### config.mk
export PLATFORM = sky130hd
export DESIGN_NAME = cdma_block_seq_flat
export DESIGN_NICKNAME = d
export VERILOG_FILES = /design/src/rtl/cdma_block_seq_if.sv /design/src/rtl/cdma_block_seq.sv /design/src/flat_wrapper.sv
export SDC_FILE = /design/constraint.sdc
export NUM_CORES = 1
export LEC_CHECK = 0
export BUFFER_PORTS_ARGS = -buffer_cell sky130_fd_sc_hd__buf_4
export CORE_ASPECT_RATIO = 0.5
export CORE_MARGIN = 1
export CORE_UTILIZATION = 37
export DETAILED_ROUTE_END_ITERATION = 10
export SYNTH_ARGS = -nofsm -noshare
export SYNTH_HDL_FRONTEND = slang
export SYNTH_SLANG_ARGS = --single-unit
### constraint.sdc
create_clock -name clk -period 3.6 [get_ports clk]
set_input_delay 0.18 -clock clk [delete_from_list [all_inputs] [get_ports clk]]
set_output_delay 0.18 -clock clk [all_outputs]
set_load 0.05 [all_outputs]
### src/rtl/cdma_block_seq_if.sv
// Request and CDMA-wrapper signals of the block sequencer.
// master: requester plus wrapper side; slave: the sequencer.
interface cdma_block_seq_if #(
    parameter int ADDR_WIDTH  = 32,
    parameter int TRANS_WIDTH = 16,
    parameter int DIM_WIDTH   = 10
);
    logic                   start;
    logic [ADDR_WIDTH-1:0]  src_base;
    logic [ADDR_WIDTH-1:0]  dst_base;
    logic [TRANS_WIDTH-1:0] row_len;
    logic [DIM_WIDTH-1:0]   row_num;
    logic [DIM_WIDTH-1:0]   plane_num;
    logic [ADDR_WIDTH-1:0]  src_row_stride;
    logic [ADDR_WIDTH-1:0]  src_plane_stride;
    logic [ADDR_WIDTH-1:0]  dst_row_stride;
    logic [ADDR_WIDTH-1:0]  dst_plane_stride;
    logic                   busy;
    logic                   done;
    logic                   err;
    logic [ADDR_WIDTH-1:0]  cdma_src_addr;
    logic [ADDR_WIDTH-1:0]  cdma_dst_addr;
    logic [TRANS_WIDTH-1:0] cdma_trans_len;
    logic                   cdma_start;
    logic                   cdma_done;

    modport master (
        output start, src_base, dst_base, row_len,
        output row_num, plane_num,
        output src_row_stride, src_plane_stride,
        output dst_row_stride, dst_plane_stride,
        output cdma_done,
        input  busy, done, err,
        input  cdma_src_addr, cdma_dst_addr,
        input  cdma_trans_len, cdma_start
    );

    modport slave (
        input  start, src_base, dst_base, row_len,
        input  row_num, plane_num,
        input  src_row_stride, src_plane_stride,
        input  dst_row_stride, dst_plane_stride,
        input  cdma_done,
        output busy, done, err,
        output cdma_src_addr, cdma_dst_addr,
        output cdma_trans_len, cdma_start
    );
endinterface

### src/rtl/cdma_block_seq.sv
// Walks a planes x rows block, issuing one CDMA transfer per row.
// Define CDMA_SEQ_TIMEOUT_EN to build the WAIT-state watchdog.
module cdma_block_seq #(
    parameter int ADDR_WIDTH     = 32,
    parameter int TRANS_WIDTH    = 16,
    parameter int DIM_WIDTH      = 10,
    parameter int TIMEOUT_CYCLES = 1024
) (
    input logic             clk,
    input logic             rst,
    cdma_block_seq_if.slave bus
);
    typedef enum logic [1:0] {
        IDLE,
        ISSUE,
        WAIT,
        NEXT
    } state_e;

    if (TIMEOUT_CYCLES < 1) begin : g_bad_timeout
        $error("TIMEOUT_CYCLES must be at least 1");
    end

    state_e                 state_q;
    logic [ADDR_WIDTH-1:0]  src_row_q;
    logic [ADDR_WIDTH-1:0]  dst_row_q;
    logic [ADDR_WIDTH-1:0]  src_pl_q;
    logic [ADDR_WIDTH-1:0]  dst_pl_q;
    logic [ADDR_WIDTH-1:0]  src_rs_q;
    logic [ADDR_WIDTH-1:0]  src_ps_q;
    logic [ADDR_WIDTH-1:0]  dst_rs_q;
    logic [ADDR_WIDTH-1:0]  dst_ps_q;
    logic [TRANS_WIDTH-1:0] len_q;
    logic [DIM_WIDTH-1:0]   row_num_q;
    logic [DIM_WIDTH-1:0]   plane_num_q;
    logic [DIM_WIDTH-1:0]   row_cnt_q;
    logic [DIM_WIDTH-1:0]   plane_cnt_q;
    logic                   busy_q;
    logic                   done_q;
    logic                   cstart_q;

    logic [ADDR_WIDTH-1:0]  src_row_d;
    logic [ADDR_WIDTH-1:0]  dst_row_d;
    logic [ADDR_WIDTH-1:0]  src_pl_d;
    logic [ADDR_WIDTH-1:0]  dst_pl_d;
    logic                   row_last;
    logic                   plane_last;
    logic                   zero_req;

    // Separate row and plane bases keep the walk adder-only.
    assign src_row_d = src_row_q + src_rs_q;
    assign dst_row_d = dst_row_q + dst_rs_q;
    assign src_pl_d  = src_pl_q + src_ps_q;
    assign dst_pl_d  = dst_pl_q + dst_ps_q;

    assign row_last   = (row_cnt_q == row_num_q - DIM_WIDTH'(1));
    assign plane_last = (plane_cnt_q == plane_num_q - DIM_WIDTH'(1));
    assign zero_req   = (bus.row_num == '0) ||
                        (bus.plane_num == '0) ||
                        (bus.row_len == '0);

`ifdef CDMA_SEQ_TIMEOUT_EN
    localparam int WD_W = $clog2(TIMEOUT_CYCLES + 1);
    localparam logic [WD_W-1:0] WD_LAST = WD_W'(TIMEOUT_CYCLES - 1);
    logic [WD_W-1:0] wd_q;
    logic            err_q;
    assign bus.err = err_q;
`else
    assign bus.err = 1'b0;
`endif

    always_ff @(posedge clk) begin
        if (rst) begin
            state_q     <= IDLE;
            src_row_q   <= '0;
            dst_row_q   <= '0;
            src_pl_q    <= '0;
            dst_pl_q    <= '0;
            src_rs_q    <= '0;
            src_ps_q    <= '0;
            dst_rs_q    <= '0;
            dst_ps_q    <= '0;
            len_q       <= '0;
            row_num_q   <= '0;
            plane_num_q <= '0;
            row_cnt_q   <= '0;
            plane_cnt_q <= '0;
            busy_q      <= 1'b0;
            done_q      <= 1'b0;
            cstart_q    <= 1'b0;
`ifdef CDMA_SEQ_TIMEOUT_EN
            wd_q        <= '0;
            err_q       <= 1'b0;
`endif
        end else begin
            done_q   <= 1'b0;
            cstart_q <= 1'b0;
            unique case (state_q)
                IDLE: begin
                    if (bus.start) begin
                        len_q       <= bus.row_len;
                        row_num_q   <= bus.row_num;
                        plane_num_q <= bus.plane_num;
                        src_rs_q    <= bus.src_row_stride;
                        src_ps_q    <= bus.src_plane_stride;
                        dst_rs_q    <= bus.dst_row_stride;
                        dst_ps_q    <= bus.dst_plane_stride;
`ifdef CDMA_SEQ_TIMEOUT_EN
                        err_q       <= 1'b0;
`endif
                        if (zero_req) begin
                            done_q <= 1'b1;
                        end else begin
                            src_row_q   <= bus.src_base;
                            dst_row_q   <= bus.dst_base;
                            src_pl_q    <= bus.src_base;
                            dst_pl_q    <= bus.dst_base;
                            row_cnt_q   <= '0;
                            plane_cnt_q <= '0;
                            busy_q      <= 1'b1;
                            cstart_q    <= 1'b1;
                            state_q     <= ISSUE;
                        end
                    end
                end
                ISSUE: begin
`ifdef CDMA_SEQ_TIMEOUT_EN
                    wd_q    <= '0;
`endif
                    state_q <= WAIT;
                end
                WAIT: begin
                    if (bus.cdma_done) begin
                        state_q <= NEXT;
`ifdef CDMA_SEQ_TIMEOUT_EN
                    end else if (wd_q == WD_LAST) begin
                        err_q   <= 1'b1;
                        done_q  <= 1'b1;
                        busy_q  <= 1'b0;
                        state_q <= IDLE;
                    end else begin
                        wd_q <= wd_q + WD_W'(1);
`endif
                    end
                end
                NEXT: begin
                    if (!row_last) begin
                        row_cnt_q <= row_cnt_q + DIM_WIDTH'(1);
                        src_row_q <= src_row_d;
                        dst_row_q <= dst_row_d;
                        cstart_q  <= 1'b1;
                        state_q   <= ISSUE;
                    end else if (!plane_last) begin
                        row_cnt_q   <= '0;
                        plane_cnt_q <= plane_cnt_q + DIM_WIDTH'(1);
                        src_pl_q    <= src_pl_d;
                        dst_pl_q    <= dst_pl_d;
                        src_row_q   <= src_pl_d;
                        dst_row_q   <= dst_pl_d;
                        cstart_q    <= 1'b1;
                        state_q     <= ISSUE;
                    end else begin
                        busy_q  <= 1'b0;
                        done_q  <= 1'b1;
                        state_q <= IDLE;
                    end
                end
            endcase
        end
    end

    assign bus.busy           = busy_q;
    assign bus.done           = done_q;
    assign bus.cdma_start     = cstart_q;
    assign bus.cdma_src_addr  = src_row_q;
    assign bus.cdma_dst_addr  = dst_row_q;
    assign bus.cdma_trans_len = len_q;

endmodule

### src/flat_wrapper.sv
// flat-port wrapper written by rule: the top's interface ports become plain ports
module cdma_block_seq_flat 
#(
    parameter int ADDR_WIDTH     = 32,
    parameter int TRANS_WIDTH    = 16,
    parameter int DIM_WIDTH      = 10,
    parameter int TIMEOUT_CYCLES = 1024
)
  (clk, rst, bus_start, bus_src_base, bus_dst_base, bus_row_len, bus_row_num, bus_plane_num, bus_src_row_stride, bus_src_plane_stride, bus_dst_row_stride, bus_dst_plane_stride, bus_cdma_done, bus_busy, bus_done, bus_err, bus_cdma_src_addr, bus_cdma_dst_addr, bus_cdma_trans_len, bus_cdma_start);
  cdma_block_seq_if #(.ADDR_WIDTH(ADDR_WIDTH), .TRANS_WIDTH(TRANS_WIDTH), .DIM_WIDTH(DIM_WIDTH)) bus_i ();
  input logic clk;
  input logic rst;
  input wire logic [$bits(bus_i.start)-1:0] bus_start;
  input wire logic [$bits(bus_i.src_base)-1:0] bus_src_base;
  input wire logic [$bits(bus_i.dst_base)-1:0] bus_dst_base;
  input wire logic [$bits(bus_i.row_len)-1:0] bus_row_len;
  input wire logic [$bits(bus_i.row_num)-1:0] bus_row_num;
  input wire logic [$bits(bus_i.plane_num)-1:0] bus_plane_num;
  input wire logic [$bits(bus_i.src_row_stride)-1:0] bus_src_row_stride;
  input wire logic [$bits(bus_i.src_plane_stride)-1:0] bus_src_plane_stride;
  input wire logic [$bits(bus_i.dst_row_stride)-1:0] bus_dst_row_stride;
  input wire logic [$bits(bus_i.dst_plane_stride)-1:0] bus_dst_plane_stride;
  input wire logic [$bits(bus_i.cdma_done)-1:0] bus_cdma_done;
  output wire logic [$bits(bus_i.busy)-1:0] bus_busy;
  output wire logic [$bits(bus_i.done)-1:0] bus_done;
  output wire logic [$bits(bus_i.err)-1:0] bus_err;
  output wire logic [$bits(bus_i.cdma_src_addr)-1:0] bus_cdma_src_addr;
  output wire logic [$bits(bus_i.cdma_dst_addr)-1:0] bus_cdma_dst_addr;
  output wire logic [$bits(bus_i.cdma_trans_len)-1:0] bus_cdma_trans_len;
  output wire logic [$bits(bus_i.cdma_start)-1:0] bus_cdma_start;
  assign bus_i.start = bus_start;
  assign bus_i.src_base = bus_src_base;
  assign bus_i.dst_base = bus_dst_base;
  assign bus_i.row_len = bus_row_len;
  assign bus_i.row_num = bus_row_num;
  assign bus_i.plane_num = bus_plane_num;
  assign bus_i.src_row_stride = bus_src_row_stride;
  assign bus_i.src_plane_stride = bus_src_plane_stride;
  assign bus_i.dst_row_stride = bus_dst_row_stride;
  assign bus_i.dst_plane_stride = bus_dst_plane_stride;
  assign bus_i.cdma_done = bus_cdma_done;
  assign bus_busy = bus_i.busy;
  assign bus_done = bus_i.done;
  assign bus_err = bus_i.err;
  assign bus_cdma_src_addr = bus_i.cdma_src_addr;
  assign bus_cdma_dst_addr = bus_i.cdma_dst_addr;
  assign bus_cdma_trans_len = bus_i.cdma_trans_len;
  assign bus_cdma_start = bus_i.cdma_start;
  cdma_block_seq #(.ADDR_WIDTH(ADDR_WIDTH), .TRANS_WIDTH(TRANS_WIDTH), .DIM_WIDTH(DIM_WIDTH), .TIMEOUT_CYCLES(TIMEOUT_CYCLES)) u_core (.clk(clk), .rst(rst), .bus(bus_i));
endmodule
Word-level counts from Yosys, hierarchy flattened --
Cells that the tools add are included.
Storage, ports and cells: register bits after elaboration 317, word-level logic and storage cells 92, bits of input ports 232, output and inout bits 84
Cells by class: $add $sub $neg 8, equality and inequality tests 12, reduce and logical (&&, ||, !) cells 12, muxes and demuxes 43
Operators with widths (count):
- 32-bit two-way mux | 10
- 32-bit one-hot mux with 2 select lines | 4
- 32-bit adder | 4
- 10-bit two-way mux | 6
- 10-bit one-hot mux with 2 select lines | 2
- 10-bit by 1-bit adder with 10-bit output (second input constant) | 2
- 10-bit == test | 2
- 10-bit zero test | 2
- 10-bit by 1-bit subtractor with 10-bit output (second input constant) | 2
- 16-bit zero test | 1
- 1-bit two-way mux | 13
- 5-bit AND reduction | 2
- 2-bit two-way mux | 4
- 2-bit inequality test (second input constant) | 4
- 2-bit one-hot mux with 4 select lines | 1
- 1-bit one-hot mux with 2 select lines | 3
- 2-bit == test (second input constant) | 2
- 2-bit by 1-bit inequality test with 1-bit output (second input constant) | 2
- 4-bit AND reduction | 1
- 3-bit inequality test (second input constant) | 1
- 3-bit AND reduction | 1
- 2-bit by 1-bit == test with 1-bit output (second input constant) | 1
- 2-bit zero test | 1
- 1-bit logical OR | 2
- other kinds (2) | 2

Longest topological paths before layout --
Gate-level depths: netlist of run 1.
depth after elaboration 6, depth in mapped cells 14, mapped depth without buffers 13

Worst setup path after synthesis of run 1 --
OpenSTA, ideal clock, no wires.
path kind reg-to-reg, start point reg u_core.dst_row_q[0] (netlist: u_core.bus.cdma_dst_addr[0]), end point reg u_core.dst_row_q[24] (netlist: u_core.bus.cdma_dst_addr[24]), library setup time 101 ps, setup slack 207 ps, path buffers 0, arrival 3292 ps, clock period less this slack 3393 ps, cell stages (with the launch flop) 14, data required time 3499 ps, path through dfxtp_1 > ha_1 > inv_1 > fa_1 > nor2b_1 > o21ai_0 > a21o_1 > a211o_1 > a211oi_1 > nor3_1 > o41a_1 > xnor2_1 > mux2i_1 > o41ai_1
Between the ends: word-level cells in the longest chain between the ends 3
RTL lines:
- start, declared | RTL line cdma_block_seq.sv:26 | logic [ADDR_WIDTH-1:0] dst_row_q;
- start signal, assigned | RTL line cdma_block_seq.sv:115 | dst_row_q <= bus.dst_base;
- start signal, assigned | RTL line cdma_block_seq.sv:150 | dst_row_q <= dst_row_d;
- start signal, assigned | RTL line cdma_block_seq.sv:159 | dst_row_q <= dst_pl_d;
- 32-bit adder | RTL line cdma_block_seq.sv:52 | assign dst_row_d = dst_row_q + dst_rs_q;
- 32-bit two-way mux | RTL line cdma_block_seq.sv:147 | if (!row_last) begin
- 32-bit one-hot mux with 2 select lines | RTL line cdma_block_seq.sv:98 | unique case (state_q)
No other way between the ends. A chain may end at the register's enable or synchronous reset.

Worst setup path after layout of run 1 --
start point reg u_core.dst_ps_q[0], end point reg u_core.dst_pl_q[28]
Between the ends: word-level cells in the longest chain between the ends 4
RTL lines:
- start, declared | RTL line cdma_block_seq.sv:32 | logic [ADDR_WIDTH-1:0] dst_ps_q;
- start signal, assigned | RTL line cdma_block_seq.sv:107 | dst_ps_q <= bus.dst_plane_stride;
- 32-bit adder | RTL line cdma_block_seq.sv:54 | assign dst_pl_d = dst_pl_q + dst_ps_q;
- 32-bit two-way mux | RTL line cdma_block_seq.sv:153 | end else if (!plane_last) begin
- 32-bit two-way mux | RTL line cdma_block_seq.sv:147
- 32-bit one-hot mux with 2 select lines | RTL line cdma_block_seq.sv:98
- end signal, assigned | RTL line cdma_block_seq.sv:117 | dst_pl_q <= bus.dst_base;
- end signal, assigned | RTL line cdma_block_seq.sv:157 | dst_pl_q <= dst_pl_d;
- end, declared | RTL line cdma_block_seq.sv:28 | logic [ADDR_WIDTH-1:0] dst_pl_q;
No other way between the ends. The select of a mux whose other input is x is not followed.

==> results.json, run 1 <==
{
  "synth_top_cells_by_area": "dfxtp_1, nand2_1, a21oi_1",
  "syn_area_per_cell_sq_um": 7.67,
  "p_leak_nw": 11.1,
  "p_sw_w": 0.00878,
  "max_freq_mhz": 299,
  "cp.arrival_ns": 3.81,
  "power.internal_w": 0.0101,
  "peakVddDrop_v": 0.000619,
  "ys_seq_elements": 317,
  "rsz0062_at_grt": "false",
  "fin_crit_ns": 3.34,
  "synth_area_sq_um": 19700,
  "antenna_found_initial": 1,
  "layout-drive-gt1-share": 0.146,
  "routed_wirelength_mm": 71.3,
  "swShare": 0.464,
  "cp_data_required_time_ns": 4.07,
  "num_antenna_cells": 0,
  "cts_sinks": 317,
  "route.detailed.wl_per_inst_microns": 19.1,
  "cellPowerDensity_nw_per_um2": 729,
  "start_util": 0.377,
  "cts_tree": "yes",
  "grt_pass1_wl_mm": 107,
  "yosysTopAreaCell": "dfxtp_1",
  "cp_slowest_stage_delay_ns": 0.54,
  "hold_viol_final": 0,
  "drc": 8,
  "vias": 20200,
  "timing_worst_setup_path_type": "reg -> reg",
  "track_usage": 0.253,
  "max_cap_violations": 0,
  "dp_slack_ns": 0.223,
  "yosys.area.top_type_share": 0.322,
  "clk_pin_slew_ns": 0.07,
  "hp-class": "in -> reg",
  "setup_viol": 0,
  "rows": 59,
  "finalInstanceArea_sq_um": 25900,
  "die_x_microns": 328,
  "fin_nets": 3389,
  "pwr-share-clk": 0.191,
  "grt_overflow": 0,
  "drt_iter0_drc": 1255,
  "yosysWarnings": 0,
  "ys.flop_type": "dfxtp_1",
  "io_pins": 316,
  "grt_max_degree": 166,
  "synth_fp_nets": 2940,
  "dr.pass1.iters": 8,
  "cts_buffer_depth": 3,
  "synthArstFlopShare": 0,
  "crit_slowest_cell": "o31ai_1",
  "worst_slew_pin_slew_ns": 0.864,
  "synth.most_common_cell": "nand2_1",
  "gp_congestion": 0.924,
  "area_growth_pct": 31.5,
  "grt_pass1_vias": 19300,
  "ant_nets": 0,
  "synth_common_cells": "nand2_1, a21oi_1, dfxtp_1, nor2_1, ha_1",
  "path_common_cell": "a21oi_1",
  "core_sq_um": 52300,
  "clkLatencyLatePin_ns": 0.56,
  "post_cts_buffers": 0,
  "power_frac_comb": 0.524,
  "cts-root-buf": "clkbuf_16",
  "hpwl_mm": 52.9,
  "h-tree-depth": 2,
  "tns_ns": 0,
  "numCtsBuffers": 34,
  "status": "finished, violations left",
  "placedInstanceArea_sq_um": 22800,
  "crit_fanout": 3,
  "timing.final.max_slew_violations": 0,
  "violations": "design-rule violations",
  "p_seq_frac": 0.284,
  "synthCells": 2572,
  "clock_skew_ns": 0.0264,
  "fin_ws_ns": 0.255,
  "via_per_inst": 5.40,
  "num-fill-cells": 5134,
  "synth_cell_type_count": 80,
  "port_buffers": 314,
  "synth-edff-count": 0,
  "end_kind": "register",
  "max_slew_margin": 0.424,
  "die_h_microns": 165,
  "seq_area_frac_synth": 0.322,
  "die-area_sq_um": 54300,
  "worst_setup_path_start_kind": "register",
  "path_cells": "ha_1, inv_1, fa_1, nor2b_1, o21a_1, o211a_1, o31ai_1, a21oi_1, a41oi_1, mux2_2, a21oi_1, a21oi_1, a211oi_1",
  "fin_crit_sh": 0.929
}
[flip-flops by register name (all words and copies together) (netlist names), 2 cells and up]
signal and cells:
u_core.plane_cnt_q 10, u_core.src_ps_q 32, u_core.dst_rs_q 32, u_core.src_pl_q 32, u_core.bus.cdma_dst_addr 32, u_core.row_num_q 10
u_core.plane_num_q 10, u_core.bus.cdma_src_addr 32, u_core.dst_ps_q 32, u_core.bus.cdma_trans_len 16, u_core.state_q 2, u_core.dst_pl_q 32
u_core.row_cnt_q 10, u_core.src_rs_q 32
[cell families (layout without fill, tap and decap cells)]
group           Yosys count  count (layout)  synth area share
simple gates            966             966             0.218
compound gates          768             768             0.247
flops                   317             317             0.322
buf+inv                 199             666            0.0407
xor+xnor                143             143            0.0635
fa+ha+maj               136             136            0.0878
mux                      42              42            0.0214
other cells               1               1          0.000190
[layout by cell type, fill, tap and decap left out, types with 64 or more instances in the layout]
master and instances:
xnor2_1 83, a21oi_1 332, ha_1 131, a21o_1 64, dfxtp_1 317, buf_4 350
nand2_1 461, o21ai_0 83, a211oi_1 98, nor2_1 219, dlygate4sd3_1 199
[what timing repair did]
item,4_1_cts,5_1_grt
endpoints found under the hold margin,205,0
setup endpoints to repair,0,3
hold buffers,199,0
resized for setup,0,2
[routing by layer]
| layer | GRT usage | routed length (microns) | part of all wire | vias to the layer above |
|---|---|---|---|---|
| met4 | 0.0901 | 2370 | 0.033 | 0 |
| met2 | 0.439 | 34500 | 0.48 | 418 |
| li1 | - | - | - | 10100 |
| met1 | 0.319 | 31300 | 0.44 | 9589 |
| met5 | 0.00181 | 0 | 0 | - |
| met3 | 0.0398 | 3110 | 0.044 | 131 |
[layout make-up]
class | instances | area (sq um) | share of cell area
tap | 701 | 877 | 0.0338
inverter | 54 | 203 | 0.00782
multi-input combinational | 2056 | 12600 | 0.487
sequential | 317 | 6350 | 0.245
clock buffer | 45 | 983 | 0.0379
clock inverter | 9 | 109 | 0.00420
timing repair buffer | 558 | 4790 | 0.185
[path summary, 6_finish.rpt]
path                                                                 from                                   endpoint  slack, ns  cells after the start
worst min-delay path                                      bus_src_base[7]            u_core.src_pl_q[7]$_SDFFE_PP0P_       0.03                      3
worst max register to register            u_core.dst_ps_q[0]$_SDFFE_PP0P_           u_core.dst_pl_q[28]$_SDFFE_PP0P_       0.26                     13
worst max-delay path                      u_core.dst_ps_q[0]$_SDFFE_PP0P_           u_core.dst_pl_q[28]$_SDFFE_PP0P_       0.26                     13
worst min register to register  u_core.bus.cdma_trans_len[4]$_SDFFE_PP0P_  u_core.bus.cdma_trans_len[4]$_SDFFE_PP0P_       0.45                      2
[power by group through the flow]
stage | Combinational, W | Sequential [W] | Clock, W
floorplan | 0.00584 | 0.00613 | 0
global placement | 0.00954 | 0.00544 | 0
detailed placement | 0.00962 | 0.00545 | 0
CTS | 0.00987 | 0.00538 | 0.00369
global route | 0.0108 | 0.00545 | 0.00382
finish | 0.00992 | 0.00538 | 0.00362
[metrics by stage]
step | total power [W] | hold slack (ns) | std cells | utilization
finish | 0.0189 | 0.0256 | 3740 | 0.496
global route | 0.0201 | 0.0216 | 3740 | 0.496
CTS | 0.0189 | 0.00390 | 3740 | 0.496
detailed placement | 0.0151 | 0.435 | 3487 | 0.437
global placement | 0.0150 | 0.429 | 3487 | 0.437
floorplan | 0.0120 | 0.316 | 2572 | -
[worst max-delay path, delay by kind of cell (launching register included)]
family,cells,cell delay [ns]
AOI/OAI and AO/OA,8,2.00
adders and majority gates,2,0.41
muxes,1,0.39
DFF,1,0.31
buffers and inverters,1,0.07
and+or+nand+nor,1,0.06
No activity file was read; power rests on OpenSTA's default activity.
==> inputs of run 2 (changes only) <==
--- a/config.mk
+++ b/config.mk
@@ -8,7 +8,7 @@
 export BUFFER_PORTS_ARGS = -buffer_cell sky130_fd_sc_hd__buf_4
 export CORE_ASPECT_RATIO = 0.5
 export CORE_MARGIN = 1
-export CORE_UTILIZATION = 37
+export CORE_UTILIZATION = 43
 export DETAILED_ROUTE_END_ITERATION = 10
 export SYNTH_ARGS = -nofsm -noshare
 export SYNTH_HDL_FRONTEND = slang
==> run 2 against run 1 <==
  * The flow finishes with violations (negative hold slack)
  * Critical path depth is 1 lower
  * Clock power is 2% lower
  * Critical endpoint is now u_core.bus.cdma_src_addr[31]$_SDFFE_PP0P_
  * Cell area is 0.74% lower
  * Critical path type unchanged
  * Utilization is 7.3 points higher
  * Largest cell class unchanged
  * Final cell count is 2.9% lower
==> results.json, run 2 (synthesis gave the netlist of run 1 again) <==
{
  "route.top_layer_used": "met4",
  "die_x_microns": 305,
  "area_growth_pct": 30.5,
  "final_cell_mix": "nand2_1, buf_4, a21oi_1",
  "grt_max_degree": 166,
  "holdWs_ns": -0.00184,
  "tns_ns": 0,
  "dp_cells": 3378,
  "dr.pass1.iters": 5,
  "num_antenna_cells": 0,
  "io_pins": 316,
  "route.detailed.wl_per_inst_microns": 18.0,
  "routed-wl-met2_mm": 32.8,
  "drt-met1-wl_mm": 27.6,
  "path_cells": "inv_1, ha_1, nor2b_1, and3_1, a211o_1, a32oi_1, or4_4, o31a_2, buf_4, o221ai_1, a21oi_1, a211oi_1",
  "cts-root-buf": "clkbuf_16",
  "cp_data_required_time_ns": 4.06,
  "fin_crit_sh": 0.901,
  "setup_viol": 0,
  "cts_tree": "yes",
  "core_sq_um": 45200,
  "start_util": 0.436,
  "hold_viol_final": 1,
  "end_kind": "register",
  "die_h_microns": 153,
  "status": "finished, violations left",
  "worst_setup_path_start_kind": "register",
  "track_usage": 0.272,
  "cp_top_family": "compound AO/OA/AOI/OAI gates",
  "critPathBufInv": 2,
  "vias": 20000,
  "max_freq_mhz": 308,
  "fin_crit_ns": 3.24,
  "max_slew_margin": 0.426,
  "p_leak_nw": 11.1,
  "h-tree-depth": 1,
  "clock_skew_ns": 0.0159,
  "cp.arrival_ns": 3.70,
  "finalPower_w": 0.0186,
  "timing.final.max_slew_violations": 0,
  "crit_fanout": 37,
  "grt_pass1_vias": 19500,
  "post_cts_buffers": 0,
  "routed_wirelength_mm": 65.3,
  "antenna_found_initial": 0,
  "worst_slew_pin_slew_ns": 0.861,
  "clkLatencyLatePin_ns": 0.60,
  "peakVddDrop_v": 0.000552,
  "final_util": 0.569,
  "placedInstanceArea_sq_um": 22700,
  "cellPowerDensity_nw_per_um2": 721,
  "clk_pin_slew_ns": 0.07,
  "cts_sinks": 317,
  "max_cap_violations": 0,
  "cts_buffer_depth": 3,
  "cp_slowest_stage_delay_ns": 0.42,
  "wl_met3_mm": 2.85,
  "rows": 55,
  "die-area_sq_um": 46800,
  "ant_nets": 0,
  "layout-drive-gt1-share": 0.146,
  "rsz0062_at_grt": "false",
  "timing_worst_setup_path_type": "reg -> reg",
  "hpwl_mm": 47.2,
  "grt_pass1_wl_mm": 103,
  "gp_congestion": 0.933,
  "final_common_cell": "nand2_1",
  "port_buffers": 314,
  "drt_iter0_drc": 1358,
  "hp-class": "in -> reg",
  "fin_nets": 3376,
  "grt_overflow": 0,
  "violations": "negative hold slack",
  "finalInstanceArea_sq_um": 25700,
  "final_cells": 3631,
  "drc": 0,
  "crit_slowest_cell": "buf_4",
  "numCtsBuffers": 31,
  "via_per_inst": 5.52
}
==> run 2: where the power goes <==
group / internal (W) / switching, W / leakage [nW]
combinational: 0.00359 / 0.00617 / 7.95
clock: 0.00201 / 0.00152 / 0.540
sequential: 0.00445 / 0.000822 / 2.60
total: 0.0101 / 0.00851 / 11.1
==> run 2: final timing paths <==
path                                               from                                         end  slack [ns]  depth (start not counted)
max                    u_core.row_num_q[0]$_SDFFE_PP0P_   u_core.bus.cdma_src_addr[31]$_SDFFE_PP0P_        0.36                         12
min                            bus_src_plane_stride[27]            u_core.src_ps_q[27]$_SDFFE_PP0P_      -0.002                          3
max reg2reg            u_core.row_num_q[0]$_SDFFE_PP0P_   u_core.bus.cdma_src_addr[31]$_SDFFE_PP0P_        0.36                         12
min reg2reg  u_core.bus.cdma_trans_len[10]$_SDFFE_PP0P_  u_core.bus.cdma_trans_len[10]$_SDFFE_PP0P_        0.46                          2
==> run 2: layout make-up <==
| class | count | area (sq um) |
|---|---|---|
| Multi-Input combinational cell | 2056 | 12600 |
| Sequential cell | 317 | 6350 |
| Inverter | 54 | 203 |
| Clock inverter | 16 | 193 |
| Clock buffer | 42 | 887 |
| Tap cell | 598 | 748 |
| Fill cell | 4245 | 19500 |
| Timing Repair Buffer | 548 | 4730 |
==> run 2: repair_timing <==
item | in CTS | in global routing
hold buffers | 195 | 0
resized for setup | 0 | 4
hold endpoints to repair | 210 | 0
endpoints found under the setup margin | 0 | 4
==> run 2: stage by stage <==
step / hold WS (ns) / setup slack, ns
final: -0.00184 / 0.356
after global placement: 0.429 / 0.235
after floorplan: 0.316 / 0.207
after global routing: 0.0156 / 0.0422
after detailed placement: 0.437 / 0.195
after CTS: 0.00289 / 0.174
==> run 2: worst register-to-register path, stage by stage (launching register included) <==
cell	delay (ns)
dfxtp_1	0.40
inv_1	0.06
ha_1	0.21
nor2b_1	0.16
and3_1	0.20
a211o_1	0.29
a32oi_1	0.40
or4_4	0.28
o31a_2	0.24
buf_4	0.42
o221ai_1	0.21
a21oi_1	0.15
a211oi_1	0.08
==> run 2: routing by layer <==
metal  up-vias  GRT usage
met3       112     0.0370
met2       435      0.495
met1      9450      0.330
met4         0     0.0859
li1      10000          -
met5         -          0
